===== src/rtl/instr_encoder_pkg.sv =====
// Shared definitions for the RV32I instruction encoder / program loader.
//   - RV32I major opcodes for the supported instruction formats
//   - fmt codes carried on the input bundle
//   - field widths and loader FSM state encoding
package instr_encoder_pkg;

  localparam int unsigned XLEN    = 32;
  localparam int unsigned FMT_W   = 3;
  localparam int unsigned REG_W   = 5;
  localparam int unsigned F3_W    = 3;
  localparam int unsigned OP_W    = 7;
  localparam int unsigned F7_W    = 7;

  // Major opcodes
  localparam logic [OP_W-1:0] OP_R      = 7'b0110011;
  localparam logic [OP_W-1:0] OP_I      = 7'b0010011;
  localparam logic [OP_W-1:0] OP_LOAD   = 7'b0000011;
  localparam logic [OP_W-1:0] OP_STORE  = 7'b0100011;
  localparam logic [OP_W-1:0] OP_BRANCH = 7'b1100011;

  // funct7 values selected by the alt bit on R-type
  localparam logic [F7_W-1:0] F7_BASE = 7'b0000000;
  localparam logic [F7_W-1:0] F7_ALT  = 7'b0100000;

  // Bundle format codes; anything above FMT_BRANCH is illegal
  localparam logic [FMT_W-1:0] FMT_R      = 3'd0;
  localparam logic [FMT_W-1:0] FMT_I      = 3'd1;
  localparam logic [FMT_W-1:0] FMT_LOAD   = 3'd2;
  localparam logic [FMT_W-1:0] FMT_STORE  = 3'd3;
  localparam logic [FMT_W-1:0] FMT_BRANCH = 3'd4;

  // Loader FSM
  typedef enum logic [1:0] {
    ST_IDLE  = 2'd0,
    ST_LOAD  = 2'd1,
    ST_FULL  = 2'd2,
    ST_DRAIN = 2'd3
  } state_e;

endpackage


===== src/rtl/instr_pack.sv =====
// instr_pack: purely combinational field packer.
// Maps a format code plus register/funct/immediate fields to a 32-bit RV32I
// word and flags bundles that cannot be encoded.
// Optional macro IMM_RANGE_CHECK_EN: when defined, out-of-range immediates
// (and odd branch offsets) are flagged illegal instead of silently truncated.
// Ports:
//   fmt_i     bundle format (0=R,1=I-ALU,2=LOAD,3=STORE,4=BRANCH)
//   rd_i      destination register
//   rs1_i     source register 1
//   rs2_i     source register 2
//   funct3_i  funct3 field
//   alt_i     R-type funct7 select
//   imm_i     signed immediate (byte offset for BRANCH)
//   word_o    packed instruction word (combinational)
//   illegal_o bundle cannot be encoded (combinational)
module instr_pack
  import instr_encoder_pkg::*;
(
  input  logic [FMT_W-1:0] fmt_i,
  input  logic [REG_W-1:0] rd_i,
  input  logic [REG_W-1:0] rs1_i,
  input  logic [REG_W-1:0] rs2_i,
  input  logic [F3_W-1:0]  funct3_i,
  input  logic             alt_i,
  input  logic [XLEN-1:0]  imm_i,
  output logic [XLEN-1:0]  word_o,
  output logic             illegal_o
);

  logic [F7_W-1:0] funct7;

`ifdef IMM_RANGE_CHECK_EN
  logic fits12;
  logic fits13;

  // A value fits an N-bit signed field when all bits from N-1 upward agree
  assign fits12 = (&imm_i[XLEN-1:11]) | ~(|imm_i[XLEN-1:11]);
  assign fits13 = (&imm_i[XLEN-1:12]) | ~(|imm_i[XLEN-1:12]);
`else
  // Upper immediate bits and branch bit 0 are deliberately discarded here
  logic unused_imm;
  assign unused_imm = ^{imm_i[XLEN-1:13], imm_i[0]};
`endif

  // Format mux; illegal codes produce a zero word with the flag raised
  always_comb begin
    word_o    = '0;
    illegal_o = 1'b0;
    funct7    = alt_i ? F7_ALT : F7_BASE;
    case (fmt_i)
      FMT_R:      word_o = {funct7, rs2_i, rs1_i, funct3_i, rd_i, OP_R};
      FMT_I:      word_o = {imm_i[11:0], rs1_i, funct3_i, rd_i, OP_I};
      FMT_LOAD:   word_o = {imm_i[11:0], rs1_i, funct3_i, rd_i, OP_LOAD};
      FMT_STORE:  word_o = {imm_i[11:5], rs2_i, rs1_i, funct3_i,
                            imm_i[4:0], OP_STORE};
      FMT_BRANCH: word_o = {imm_i[12], imm_i[10:5], rs2_i, rs1_i, funct3_i,
                            imm_i[4:1], imm_i[11], OP_BRANCH};
      default:    illegal_o = 1'b1;
    endcase
`ifdef IMM_RANGE_CHECK_EN
    // I/LOAD/STORE: -2048..2047; BRANCH: -4096..4094 and even
    if ((fmt_i == FMT_I || fmt_i == FMT_LOAD || fmt_i == FMT_STORE) && !fits12) begin
      illegal_o = 1'b1;
    end
    if (fmt_i == FMT_BRANCH && (!fits13 || imm_i[0])) begin
      illegal_o = 1'b1;
    end
`endif
  end

endmodule


===== src/rtl/instr_encoder.sv =====
// instr_encoder: streaming RV32I encoder / program loader.
// Accepts field bundles over valid/ready, emits packed instruction words with
// sequential word addresses through a single output register (latency 1,
// full throughput). A program is opened by start and closed by finish.
// Optional macro IMM_RANGE_CHECK_EN (see instr_pack) drops out-of-range
// immediates as illegal bundles.
// Ports:
//   clk, rst   clock (rising edge), asynchronous active-low reset
//   start      pulse: open a new program at address 0 (IDLE only)
//   finish     pulse: close the current program (wins over start)
//   in_valid / in_ready            bundle handshake
//   fmt, rd, rs1, rs2, funct3, alt, imm   bundle fields
//   out_valid / out_ready          word handshake
//   out_addr, out_instr            word address and encoded word
//   full       DEPTH words emitted
//   done       one-cycle pulse when the program is closed
//   err        sticky: an illegal bundle was dropped since last start
module instr_encoder
  import instr_encoder_pkg::*;
#(
  parameter int unsigned ADDR_W = 6,
  parameter int unsigned DEPTH  = 64
) (
  input  logic              clk,
  input  logic              rst,
  input  logic              start,
  input  logic              finish,
  input  logic              in_valid,
  output logic              in_ready,
  input  logic [FMT_W-1:0]  fmt,
  input  logic [REG_W-1:0]  rd,
  input  logic [REG_W-1:0]  rs1,
  input  logic [REG_W-1:0]  rs2,
  input  logic [F3_W-1:0]   funct3,
  input  logic              alt,
  input  logic [XLEN-1:0]   imm,
  output logic              out_valid,
  input  logic              out_ready,
  output logic [ADDR_W-1:0] out_addr,
  output logic [XLEN-1:0]   out_instr,
  output logic              full,
  output logic              done,
  output logic              err
);

  // Counter needs one extra bit so that DEPTH == 2**ADDR_W is representable
  localparam int unsigned CNT_W = ADDR_W + 1;

  state_e              state_q,     state_d;
  logic [CNT_W-1:0]    count_q,     count_d;
  logic                out_valid_q, out_valid_d;
  logic [ADDR_W-1:0]   out_addr_q,  out_addr_d;
  logic [XLEN-1:0]     out_instr_q, out_instr_d;
  logic                full_q,      full_d;
  logic                done_q,      done_d;
  logic                err_q,       err_d;

  logic                in_ready_c;
  logic                in_hs;
  logic                out_hs;
  logic [XLEN-1:0]     pack_word;
  logic                pack_illegal;

  instr_pack u_pack (
    .fmt_i     (fmt),
    .rd_i      (rd),
    .rs1_i     (rs1),
    .rs2_i     (rs2),
    .funct3_i  (funct3),
    .alt_i     (alt),
    .imm_i     (imm),
    .word_o    (pack_word),
    .illegal_o (pack_illegal)
  );

  // Ready is combinational on out_ready so the single output register can
  // refill in the same cycle it drains. A bundle is only taken if the word
  // it might produce still has an address below DEPTH.
  always_comb begin
    in_ready_c = 1'b0;
    if (state_q == ST_LOAD) begin
      in_ready_c = !out_valid_q ||
                   (out_ready && (count_q < CNT_W'(DEPTH - 1)));
    end
  end

  assign in_hs  = in_valid && in_ready_c;
  assign out_hs = out_valid_q && out_ready;

  // Next-state and output-register logic
  always_comb begin
    state_d     = state_q;
    count_d     = count_q;
    out_valid_d = out_valid_q;
    out_addr_d  = out_addr_q;
    out_instr_d = out_instr_q;
    err_d       = err_q;
    done_d      = 1'b0;

    // Word leaves the output register
    if (out_hs) begin
      out_valid_d = 1'b0;
      count_d     = count_q + CNT_W'(1);
    end

    // Bundle enters; illegal bundles are consumed without producing a word
    if (in_hs) begin
      if (pack_illegal) begin
        err_d = 1'b1;
      end else begin
        out_valid_d = 1'b1;
        out_instr_d = pack_word;
        out_addr_d  = ADDR_W'(count_d);
      end
    end

    case (state_q)
      ST_IDLE: begin
        if (start && !finish) begin
          state_d = ST_LOAD;
          count_d = '0;
          err_d   = 1'b0;
        end
      end
      ST_LOAD, ST_FULL: begin
        if (finish) begin
          if (out_valid_d) begin
            state_d = ST_DRAIN;
          end else begin
            state_d = ST_IDLE;
            done_d  = 1'b1;
          end
        end else if (state_q == ST_LOAD && count_d == CNT_W'(DEPTH)) begin
          state_d = ST_FULL;
        end
      end
      ST_DRAIN: begin
        if (out_hs) begin
          state_d = ST_IDLE;
          done_d  = 1'b1;
        end
      end
      default: state_d = ST_IDLE;
    endcase

    full_d = (state_d == ST_FULL);
  end

  // State and output registers
  always_ff @(posedge clk or negedge rst) begin
    if (!rst) begin
      state_q     <= ST_IDLE;
      count_q     <= '0;
      out_valid_q <= 1'b0;
      out_addr_q  <= '0;
      out_instr_q <= '0;
      full_q      <= 1'b0;
      done_q      <= 1'b0;
      err_q       <= 1'b0;
    end else begin
      state_q     <= state_d;
      count_q     <= count_d;
      out_valid_q <= out_valid_d;
      out_addr_q  <= out_addr_d;
      out_instr_q <= out_instr_d;
      full_q      <= full_d;
      done_q      <= done_d;
      err_q       <= err_d;
    end
  end

  assign in_ready  = in_ready_c;
  assign out_valid = out_valid_q;
  assign out_addr  = out_addr_q;
  assign out_instr = out_instr_q;
  assign full      = full_q;
  assign done      = done_q;
  assign err       = err_q;

endmodule


===== config.mk =====
export PLATFORM = sky130hd
export DESIGN_NAME = instr_encoder
export DESIGN_NICKNAME = d
export VERILOG_FILES = /design/src/rtl/instr_encoder_pkg.sv /design/src/rtl/instr_pack.sv /design/src/rtl/instr_encoder.sv
export SDC_FILE = /design/constraint.sdc
export NUM_CORES = 1
export LEC_CHECK = 0
export CAP_MARGIN = 20
export CORE_MARGIN = 2
export CORE_UTILIZATION = 38
export DETAILED_ROUTE_END_ITERATION = 10
export PLACE_DENSITY = 0.76
export SLEW_MARGIN = 20
export SYNTH_ARGS = -nofsm -noshare
export SYNTH_HDL_FRONTEND = slang
export SYNTH_SLANG_ARGS = --single-unit

===== constraint.sdc =====
create_clock -name clk -period 1.78 [get_ports clk]
set_clock_uncertainty 0.1 [all_clocks]
set_input_delay 0.356 -clock clk [delete_from_list [all_inputs] [get_ports clk]]
set_output_delay 0.356 -clock clk [all_outputs]
set_load 0.01 [all_outputs]

==> impl_metrics.py <==
metrics = {
    "status": {
        "status": "finished with violations",
        "violations": "negative setup slack",
    },
    "layout": {
        "layout_commonest_cell": "clkdlybuf4s50_1",
        "drive_above_1_share_pct": 22.9,
        "final_cell_mix": "clkdlybuf4s50_1, dfrtp_1, buf_4",
        "diodes": 0,
        "syn_to_final_growth_pct": 58.1,
        "final_util_pct": 62.3,
        "layout.nets": 417,
    },
    "global_routing": {
        "grt.overflow.total": 0,
        "grt_pass1_vias": 2075,
        "antenna_found_initial": 0,
        "grt_usage_pct": 19.7,
        "grt_max_degree": 34,
        "grt_pass1_wl_mm": 10.1,
    },
    "detailed_routing": {
        "drtIter0Drc": 115,
        "wl_mm": 6.03,
        "via_per_inst": 5.00,
        "firstDrtPassIters": 6,
        "vias": 2140,
        "drc": 0,
        "ant_nets": 0,
        "wire_per_inst_um": 14.1,
    },
    "cts": {
        "clock-sinks": 48,
        "cts_buffer_depth": 2,
        "cts-buffers-inserted": 5,
        "clockRootBuffer": "clkbuf_8",
        "path_clk_slew_ps": 90,
        "clk_latency_ps": 300,
        "cts_tree": "yes",
        "h-tree-depth": 2,
    },
    "synthesis": {
        "synth_edf_count": 0,
        "syn-cell-area_um2": 2350,
        "ys_seq_area_share_pct": 51.2,
        "synthArstFlopShare_pct": 100,
        "yosys.area.top_type_share_pct": 51.2,
        "yosys_warnings": 0,
        "ys_types": 48,
        "yosys.area.top_type": "dfrtp_1",
        "yosys-top-cells-area": "dfrtp_1, o21ai_0, nand2_1",
        "ys_ff_latch": 48,
        "synth_ff_type": "dfrtp_1",
        "syn_inst": 228,
        "avgSynthCellArea_um2": 10.3,
    },
    "floorplanning": {
        "dieArea_um2": 6820,
        "die_x_um": 82.6,
        "die_h_um": 82.6,
        "coreArea_um2": 5960,
        "start_util_pct": 39.4,
        "rows": 28,
        "ioPinCount": 103,
    },
    "critical_path": {
        "required_ps": 1320,
        "worstPathArrival_ps": 1370,
        "crit_type": "register to output port",
        "crit_path_start_kind": "register",
        "cp-end-kind": "output port",
        "cp_max_fo": 4,
    },
    "power_and_ir_drop": {
        "power.density_nw_per_um2": 1300,
        "p_leak_nw": 1.67,
        "p_switching_w": 0.00168,
        "p_int_w": 0.00315,
        "switching_share_pct": 34.8,
        "comb_power_share_pct": 50.7,
        "seqPwrFrac_pct": 35.5,
        "pwr-share-clk_pct": 13.8,
        "ir_drop_mv": 0.843,
    },
    "sta": {
        "fin_crit_ps": 1820,
        "worst_slack_ps": -41.9,
        "hold_viol_final": 0,
        "max_freq_mhz": 549,
        "rsz0062_at_grt": "yes",
        "slew_viol_final": 0,
        "whs_ps": 389,
        "fin_crit_sh_pct": 102,
        "setup_violations": 2,
    },
    "place": {
        "hpwl_mm": 4.40,
        "port_buffers": 81,
        "routabilityCongestion": 0.813,
    },
    "job": {
        "drv_cap": 0,
    },
    "min_path": {
        "min_path_type": "register to register",
    },
}
[metal layers]
| layer | GRT usage, % | part of all wire, % |
|---|---|---|
| met1 | 24.4 | 44 |
| met2 | 33.5 | 48 |
| met3 | 5.76 | 7.6 |
| met4 | 4.92 | 1.0 |
| met5 | 0 | 0 |
[cell usage after synthesis (2+ instances only)]
library cell and n:
nand3b_1 2, nand2_1 30, nand4_1 2, ha_1 5, nand3_1 4, mux2_2 8, a211oi_1 2, inv_1 12
a21o_1 3, nor2_1 21, buf_2 3, buf_4 4, nand2b_1 2, nor3_1 2, o21ai_0 27, mux2i_1 6
clkbuf_1 3, xnor2_1 5, dfrtp_1 48, a21oi_1 5, xor2_1 3, a222oi_1 5
[through the flow]
step	setup TNS, ps	power, W	setup WS (ps)	instances	cell area [um^2]
6_report	-42.9	0.00483	-41.9	428	3710
3_5_place_dp	-16710	0.00401	-655	411	3480
3_3_place_gp	-14790	0.00395	-545	411	3480
4_1_cts	-55.8	0.00485	-36.3	427	3690
5_1_grt	-1050	0.00522	-154	428	3710
2_1_floorplan	0	0.00277	12.3	229	2360
[cell type report]
| class | instances | area, um^2 |
|---|---|---|
| fillers | 525 | 2250 |
| flip-flops and latches | 48 | 1200 |
| repair buffers | 127 | 1180 |
| multi-input cells | 157 | 1100 |
| well taps | 75 | 93.8 |
| clock buffers | 5 | 68.8 |
| inverters | 13 | 51.3 |
| clock inverters | 3 | 21.3 |
[repair_timing]
action                                  in CTS  in global routing
endpoints found under the hold margin       15                  0
endpoints found under the setup margin      37                 27
setup buffers                                7                  2
pin swaps                                   16                 11
cloned                                       1                  0
gates resized for setup                     20                  6
hold buffers                                 1                  0
[sequential cells by signal (all words and copies together), names as in the netlist]
signal,count
out_addr,6
count_q,7
out_instr,29
err,1
full,1
state_q,2
done,1
out_valid,1
[worst paths after layout]
check | start | end | slack (ps) | cells past startpoint
max reg2reg | count_q[0] | state_q[0] | 0 | 6
min reg2reg | out_addr[5] | out_addr[5] | 390 | 2
max | count_q[2] | in_ready | -40 | 4
min in group asynchronous | rst | state_q[1] | 410 | 2
min | out_addr[5] | out_addr[5] | 390 | 2
max in group asynchronous | rst | out_instr[23] | 670 | 3
[power groups by stage]
stage / Sequential, W / Clock [W] / Combinational, W
2_1_floorplan: 0.00189 / 0 / 0.000879
3_3_place_gp: 0.00173 / 0 / 0.00221
3_5_place_dp: 0.00175 / 0 / 0.00227
4_1_cts: 0.00173 / 0.000692 / 0.00243
5_1_grt: 0.00178 / 0.000742 / 0.00270
6_report: 0.00172 / 0.000665 / 0.00245
[critical path, cell delays in order (launching register included)]
cell and delay [ps]:
dfrtp_1 360, nand4_1 200, o221ai_4 300, inv_4 90
buf_6 130
[logic make-up after synthesis]
group                      count (synthesis)  synth area share (%)
buffers and inverters                     25                  5.28
other                                      1                 0.160
muxes                                     14                  6.40
AOI/OAI and AO/OA                         54                  16.3
xor gates and xnor gates                   8                  2.99
adders and majority gates                  5                  2.67
and+or+nand+nor                           73                  15.0
DFF                                       48                  51.2
No activity file was read; power rests on OpenSTA's default activity.
